## src/rtl/dip_pkg.sv

```systemverilog
`default_nettype none
// ============================================================================
//  Module      : dip_pkg
//  Description : Shared state encoding and constants for the DIP switch
//                debouncer and the downstream math stage.
//  Revision    : 1.0  initial release
// ============================================================================
package dip_pkg;

    // Debouncer FSM states, 2-bit encoding shared with downstream benches
    typedef enum logic [1:0] {
        S_INIT     = 2'd0,
        S_STABLE   = 2'd1,
        S_SETTLING = 2'd2
    } dip_state_e;

    // Edges after reset release before the candidate register holds a real
    // synchronized sample (two synchronizer stages plus the candidate load).
    localparam logic [1:0] C_FLUSH_DONE = 2'd3;

endpackage : dip_pkg
`default_nettype wire

```

## src/rtl/sync_2ff.sv

```systemverilog
`default_nettype none
// ============================================================================
//  Module      : sync_2ff
//  Description : Two-flop synchronizer for a WIDTH-bit asynchronous bus,
//                asynchronous active-high reset to zero.
//  Revision    : 1.0  initial release
// ============================================================================
module sync_2ff #(
    parameter int WIDTH = 8
) (
    input  logic             clk,
    input  logic             rst,
    input  logic [WIDTH-1:0] i_d,
    output logic [WIDTH-1:0] o_q
);

    logic [WIDTH-1:0] r_sync1;
    logic [WIDTH-1:0] r_sync2;

    // Two back-to-back flops to resolve metastability on the raw input
    always_ff @(posedge clk or posedge rst) begin
        if (rst) begin
            r_sync1 <= '0;
            r_sync2 <= '0;
        end else begin
            r_sync1 <= i_d;
            r_sync2 <= r_sync1;
        end
    end

    assign o_q = r_sync2;

endmodule : sync_2ff
`default_nettype wire

```

## src/rtl/dip_debouncer.sv

```systemverilog
`default_nettype none
// ============================================================================
//  Module      : dip_debouncer
//  Description : Debounces a WIDTH-bit DIP switch bank as one vector. A value
//                must hold STABLE_CYCLES synchronized clocks before it is
//                committed to dip_out; dip_changed pulses on each commit.
//  Revision    : 1.0  initial release
// ============================================================================
module dip_debouncer
    import dip_pkg::*;
#(
    parameter int WIDTH         = 8,
    parameter int STABLE_CYCLES = 50000
) (
    input  logic             clk,
    input  logic             rst,
    input  logic [WIDTH-1:0] dip_in,
    output logic [WIDTH-1:0] dip_out,
    output logic             dip_changed,
    output logic             dip_valid
);

    localparam int                 C_CNT_W   = (STABLE_CYCLES > 1) ? $clog2(STABLE_CYCLES) : 1;
    localparam logic [C_CNT_W-1:0] C_CNT_MAX = C_CNT_W'(STABLE_CYCLES - 1);

    logic [WIDTH-1:0]   w_sync;
    logic [WIDTH-1:0]   r_cand;
    logic [C_CNT_W-1:0] r_cnt;
    logic [1:0]         r_flush;
    dip_state_e         r_state;
    logic [WIDTH-1:0]   r_out;
    logic               r_changed;
    logic               r_valid;

    sync_2ff #(
        .WIDTH (WIDTH)
    ) u_sync (
        .clk (clk),
        .rst (rst),
        .i_d (dip_in),
        .o_q (w_sync)
    );

    // Settle-window FSM: track candidate, count its stability, commit on expiry
    always_ff @(posedge clk or posedge rst) begin
        if (rst) begin
            r_cand    <= '0;
            r_cnt     <= '0;
            r_flush   <= '0;
            r_state   <= S_INIT;
            r_out     <= '0;
            r_changed <= 1'b0;
            r_valid   <= 1'b0;
        end else begin
            r_changed <= 1'b0;
            if (r_flush != C_FLUSH_DONE) begin
                // Synchronizer still holds reset zeros rather than samples of
                // dip_in; keep reloading so the first window starts from a real
                // sample, giving the same latency whether or not dip_in is zero.
                r_flush <= r_flush + 2'd1;
                r_cand  <= w_sync;
                r_cnt   <= '0;
            end else if (w_sync != r_cand) begin
                // Any bit change restarts the whole window
                r_cand <= w_sync;
                r_cnt  <= '0;
                if (r_state != S_INIT) begin
                    r_state <= S_SETTLING;
                end
            end else begin
                case (r_state)
                    S_STABLE: begin
                        r_cnt <= '0;
                    end
                    S_INIT, S_SETTLING: begin
                        if ((r_state == S_SETTLING) && (r_cand == r_out)) begin
                            // Bounced back to the committed value: nothing to report
                            r_state <= S_STABLE;
                            r_cnt   <= '0;
                        end else if (r_cnt == C_CNT_MAX) begin
                            r_out     <= r_cand;
                            r_changed <= 1'b1;
                            r_valid   <= 1'b1;
                            r_state   <= S_STABLE;
                            r_cnt     <= '0;
                        end else begin
                            r_cnt <= r_cnt + C_CNT_W'(1);
                        end
                    end
                    default: begin
                        r_state <= S_INIT;
                        r_cnt   <= '0;
                    end
                endcase
            end
        end
    end

    assign dip_out     = r_out;
    assign dip_changed = r_changed;
    assign dip_valid   = r_valid;

endmodule : dip_debouncer
`default_nettype wire

```

## config.mk

```make
export PLATFORM = sky130hd
export DESIGN_NAME = dip_debouncer
export DESIGN_NICKNAME = d
export VERILOG_FILES = /design/src/rtl/dip_pkg.sv /design/src/rtl/sync_2ff.sv /design/src/rtl/dip_debouncer.sv
export SDC_FILE = /design/constraint.sdc
export NUM_CORES = 1
export LEC_CHECK = 0
export BUFFER_PORTS_ARGS = -buffer_cell sky130_fd_sc_hd__buf_2
export CORE_UTILIZATION = 45
export CTS_BUF_LIST = sky130_fd_sc_hd__clkbuf_16
export CTS_CLUSTER_SIZE = 10
export DETAILED_ROUTE_END_ITERATION = 16
export HOLD_SLACK_MARGIN = 0.08
export REMOVE_ABC_BUFFERS = 1
export SYNTH_ARGS = -nofsm -noshare
export SYNTH_HDL_FRONTEND = slang
export SYNTH_SLANG_ARGS = --single-unit
```

## constraint.sdc

```tcl
create_clock -name clk -period 2.8 [get_ports clk]
set_input_delay 0.28 -clock clk [delete_from_list [all_inputs] [get_ports clk]]
set_output_delay 0.28 -clock clk [all_outputs]
set_load 0.01 [all_outputs]
```

Word level (Yosys, flattened, before mapping)
Cells that the tools add are included.
{"block": "totals", "reg_bits": 54, "inputBits": 10, "output_inout_bits": 10, "word_cells": 47}
{"block": "classes", "add_sub_neg": 2, "n_eq_ne": 9, "mux": 17, "n_bitwise": 3, "reduce_logical": 7}
{"cell": "$mux W16", "count": 5}
{"cell": "$add A16 B1 Y16 const B", "count": 1}
{"cell": "$eq A16 B16 Y1 const B", "count": 1}
{"cell": "$mux W8", "count": 2}
{"cell": "$eq A8 B8 Y1", "count": 1}
{"cell": "$mux W2", "count": 4}
{"cell": "$ne A8 B8 Y1", "count": 1}
{"cell": "$mux W1", "count": 5}
{"cell": "$reduce_and A5 Y1", "count": 1}
{"cell": "$ne A2 B2 Y1 const B", "count": 2}
{"cell": "$ne A4 B4 Y1 const B", "count": 1}
{"cell": "$pmux W2 S2", "count": 1}
{"cell": "$reduce_and A4 Y1", "count": 1}
{"cell": "$reduce_bool A2 Y1", "count": 2}
{"cell": "$not A1 Y1", "count": 3}
{"cell": "$add A2 B1 Y2 const B", "count": 1}
{"cell": "$eq A2 B1 Y1 const B", "count": 1}
{"cell": "$eq A2 B2 Y1 const B", "count": 1}
{"cell": "$logic_not A2 Y1", "count": 1}
{"cell": "$ne A2 B1 Y1 const B", "count": 1}
{"cell": "$reduce_or A2 Y1", "count": 1}
{"cell": "$logic_and A1 B1 Y1", "count": 1}

Longest topological paths before layout
{"block": "depth", "depth_word": 6, "mapped_depth": 6, "mapped_depth_nobuf": 5}

Modules after synthesis
From an unflattened synthesis, not the netlist that was laid out.
{"block": "hier_totals", "cells_unflattened": 167, "area_unflattened_um2": 2130.8}
{"mod": "dip_debouncer", "n_inst": 1, "cells_per_inst": 150, "area_per_inst_um2": 1726.7, "seq_area_each_um2": 950.9}
{"mod": "sync_2ff", "n_inst": 1, "cells_per_inst": 17, "area_per_inst_um2": 404.1, "seq_area_each_um2": 400.4}

Least setup slack after synthesis
Ideal clock, no wire load.
{"block": "synth_path", "path_kind": "register to register", "from": "reg r_out[6], in the netlist dip_out[6]", "to": "reg r_out[0], in the netlist dip_out[0]", "setup_time_ns": 0.125, "arrival_time_ns": 1.576, "required_ns": 2.675, "setup_slack_ns": 1.099, "path_stages_with_launch": 6, "path_buffers": 0, "path_cell_list": "dfrtp_1 -> xor2_1 -> nor4_1 -> nand3_1 -> nand4b_4 -> mux2_2"}
{"block": "synth_between", "elab_chain_len": 4}
{"element": "start, declared", "line_no": "dip_debouncer.sv:31", "rtl": "logic [WIDTH-1:0] r_out;"}
{"element": "start signal, assigned", "line_no": "dip_debouncer.sv:81", "rtl": "r_out <= r_cand;"}
{"element": "$eq A8 B8 Y1", "line_no": "dip_debouncer.sv:76", "rtl": "if ((r_state == S_SETTLING) && (r_cand == r_out)) begin"}
{"element": "$logic_and A1 B1 Y1", "line_no": "dip_debouncer.sv:76"}
{"element": "$not A1 Y1 (no source line)"}
{"element": "$reduce_and A5 Y1 (no source line)"}
No other way between the ends.
A chain may end at the register's enable or synchronous reset.

Worst setup path in the final report
{"block": "layout_path", "from": "reg r_cnt[0]", "to": "reg r_out[1], in the netlist dip_out[1]"}
{"block": "layout_between", "elab_chain_len": 2}
{"element": "start, declared", "line_no": "dip_debouncer.sv:28", "rtl": "logic [C_CNT_W-1:0] r_cnt;"}
{"element": "start signal, assigned", "line_no": "dip_debouncer.sv:87", "rtl": "r_cnt <= r_cnt + C_CNT_W'(1);"}
{"element": "$eq A16 B16 Y1", "line_no": "dip_debouncer.sv:80", "rtl": "end else if (r_cnt == C_CNT_MAX) begin"}
{"element": "$reduce_and A5 Y1 (no source line)"}
No other way between the ends.

==> reports/results.ini <==
[setup_path]
crit_path_max_fanout=10
worstSetupEndpoint=dip_out[1]
cp_cell_sequence=ha_1 > and3_1 > nand4_1 > nand4b_4 > mux2_2
cpMaxStageDelayCell=dfrtp_1
timing.rr.end=dip_out[1]
worstSetupStartpoint=r_cnt[0]
r2r_cells=5
r2r_start=r_cnt[0]
rrSetupSlack_ps=950
end_kind=register
arrival_ps=2030
cp.required_ps=2970
cp_slowest_stage_delay_ps=400
startpoint_type=register
worstSetupPathType=register to register

[routing]
drtIter0Drc=79
drc_errors=0
firstDrtPassIters=6
wirelength_mm=3.460
num_vias=1249
vias_per_cell=5.183
wire_per_inst_um=14.36
drtAntennaViolNets=0

[die]
die_w_um=70.91
rows=24
ioPinCount=20
die_y_um=70.91
start_util=0.4809
coreArea_um2=4444
dieArea_um2=5028

[timing]
whs_ps=92.25
fin_crit_ps=1855
finClkSkew_ps=4.253
hold_violations=0
setup_viol=0
min_period_over_period=0.6623
slew_headroom=0.6844
max_freq_mhz=539.2
tightest_slew_ps=472.8
setup_tns_ps=0
maxSlewViolCount=0
rsz0062_at_grt=false

[yosys]
ys_types=28
yosysSeqAreaShare=0.6323
yosysWarnings=0
synthCells=168
async_reset_ff_frac=1.000
ys_ff_latch=54
synth_area_per_cell_um2=12.72
synth_area_um2=2137
ys.flop_type=dfrtp_1
synth_edf_count=0

[pwr]
power.density_nw_per_um2=590.2
ir_drop_mv=0.3716
cellLeakagePower_nw=1.153

[place]
io_buffers=19
gp_congestion=0.8655
place_hpwl_mm=2.488

[cts]
cts_max_level=2
root_buffer=clkbuf_16
cts_buffers=5
path_clk_slew_ps=70
tritoncts=done
cts_buffer_depth=2
post_cts_buffers=0
cts.sinks=54
clkLatencyLatePin_ps=290

[global_route]
grt_pass1_wl_mm=5.961
grt_pass1_vias=1280
grt_use_total=0.1581
grt_max_degree=25
gr-total-overflow=0
antenna_found_initial=0

[outcome]
status=completed

[cells_and_area]
fin_nets=201
drive_gt1_frac=0.2275
n_antenna_cell=0
areaGrowthSynthToFinish_pct=14.05

[min_path]
hold_depth=1
min_path_type=input pin to register

[flow_run]
maxCapViolCount=0

## cell type report
class                      count  area [um2]
clock buffer                   5       125.1
clock inverter                 2       15.01
fill                         386        2007
inverter                       4       15.01
multi-input combinational    101       735.7
sequential                    54        1351
tap                           52       65.06
timing repair buffer          23       130.1
## synthesized netlist by cell type, types with 2 or more instances
cell / number / area [um2]
nor2_1: 19 / 71.32
mux2_2: 9 / 101.4
and3_1: 4 / 25.02
nand3_1: 7 / 35.03
xnor2_1: 15 / 131.4
dfrtp_1: 54 / 1351
nand2_1: 5 / 18.77
nand4_1: 4 / 25.02
ha_1: 2 / 25.02
xor2_1: 16 / 140.1
and4_1: 2 / 17.52
nor2b_1: 2 / 12.51
inv_1: 4 / 15.01
clkbuf_1: 8 / 30.03
nor3_1: 4 / 20.02
## worst min-delay path by stage
stage              start                end  slack [ps]
3_5_place_dp         rst  u_sync.r_sync1[5]         330
4_1_cts        dip_in[4]  u_sync.r_sync1[4]          90
2_1_floorplan  dip_in[0]  u_sync.r_sync1[0]         310
5_1_grt        dip_in[0]  u_sync.r_sync1[0]          80
3_3_place_gp         rst  u_sync.r_sync1[5]         320
6_report       dip_in[4]  u_sync.r_sync1[4]          90
## metal layers
metal  track usage  vias to the layer above  routed length (um)
met5             0                        -                   0
met3       0.05698                        4                 113
met1        0.2057                      633                1572
met4       0.05333                        0                  39
li1              -                      594                   -
met2        0.2479                       18                1735
## cells in the final DEF, fill, tap and decap left out, drive strengths merged, types with 2 or more instances in the layout
master       synthesis  routed
clkinvlp             0       2
mux2                 9       9
xnor2               15      15
nand2                5       5
nor2                20      20
buf                  1      21
ha                   2       2
nand3                7       7
xor2                16      16
dfrtp               54      54
clkbuf               8       5
and4                 2       2
inv                  4       4
nand4                5       5
nor2b                2       2
and3                 4       4
nor3                 4       4
dlygate4sd3          0       2
## sequential cells by signal (all words and copies together) (netlist names)
name,count
r_cnt,16
dip_out,8
r_cand,8
u_sync.o_q,8
u_sync.r_sync1,8
r_flush,2
r_state,2
dip_changed,1
dip_valid,1
## repair_timing
item / CTS / global route
hold buffers: 1 / 1
gates resized for setup: 0 / 0
endpoints found under the hold margin: 22 / 1
## where the power goes
part	internal [W]	leakage, nW	switching, W
Clock	0.000326	0.0619	0.000260
Sequential	0.000798	0.689	0.0000127
Combinational	0.0000187	0.403	0.0000237
Total	0.00114	1.15	0.000296
## cells by family (layout without fill, tap and decap cells)
logic type                 after synthesis  in the layout  synth area share
AOI/OAI and AO/OA                        4              4           0.01288
muxes                                    9              9           0.04743
DFF                                     54             54            0.6323
xor gates and xnor gates                31             31            0.1270
buffers and inverters                   13             34           0.02342
adders and majority gates                2              2           0.01171
and+or+nand+nor                         55             55            0.1452
## critical path, delay by kind of cell, from the launching register on
kind | cells | cell delay, ps
flip-flops | 1 | 400
adder cells (fa/ha/maj) | 1 | 230
AND/OR/NAND/NOR | 3 | 760
multiplexers | 1 | 350
## through the flow
step	cell area [um2]	utilization	worst slack (ps)	total power [W]	instances
after global placement	2277	0.5124	1002	0.0008650	232
after CTS	2427	0.5462	926.3	0.001455	240
after global routing	2437	0.5484	771.7	0.001507	241
after detailed placement	2277	0.5124	953.5	0.0008674	232
after floorplan	2102	-	1099	0.0008487	159
final	2437	0.5484	945.5	0.001439	241
Note: power is estimated with default switching activity, not from simulation.
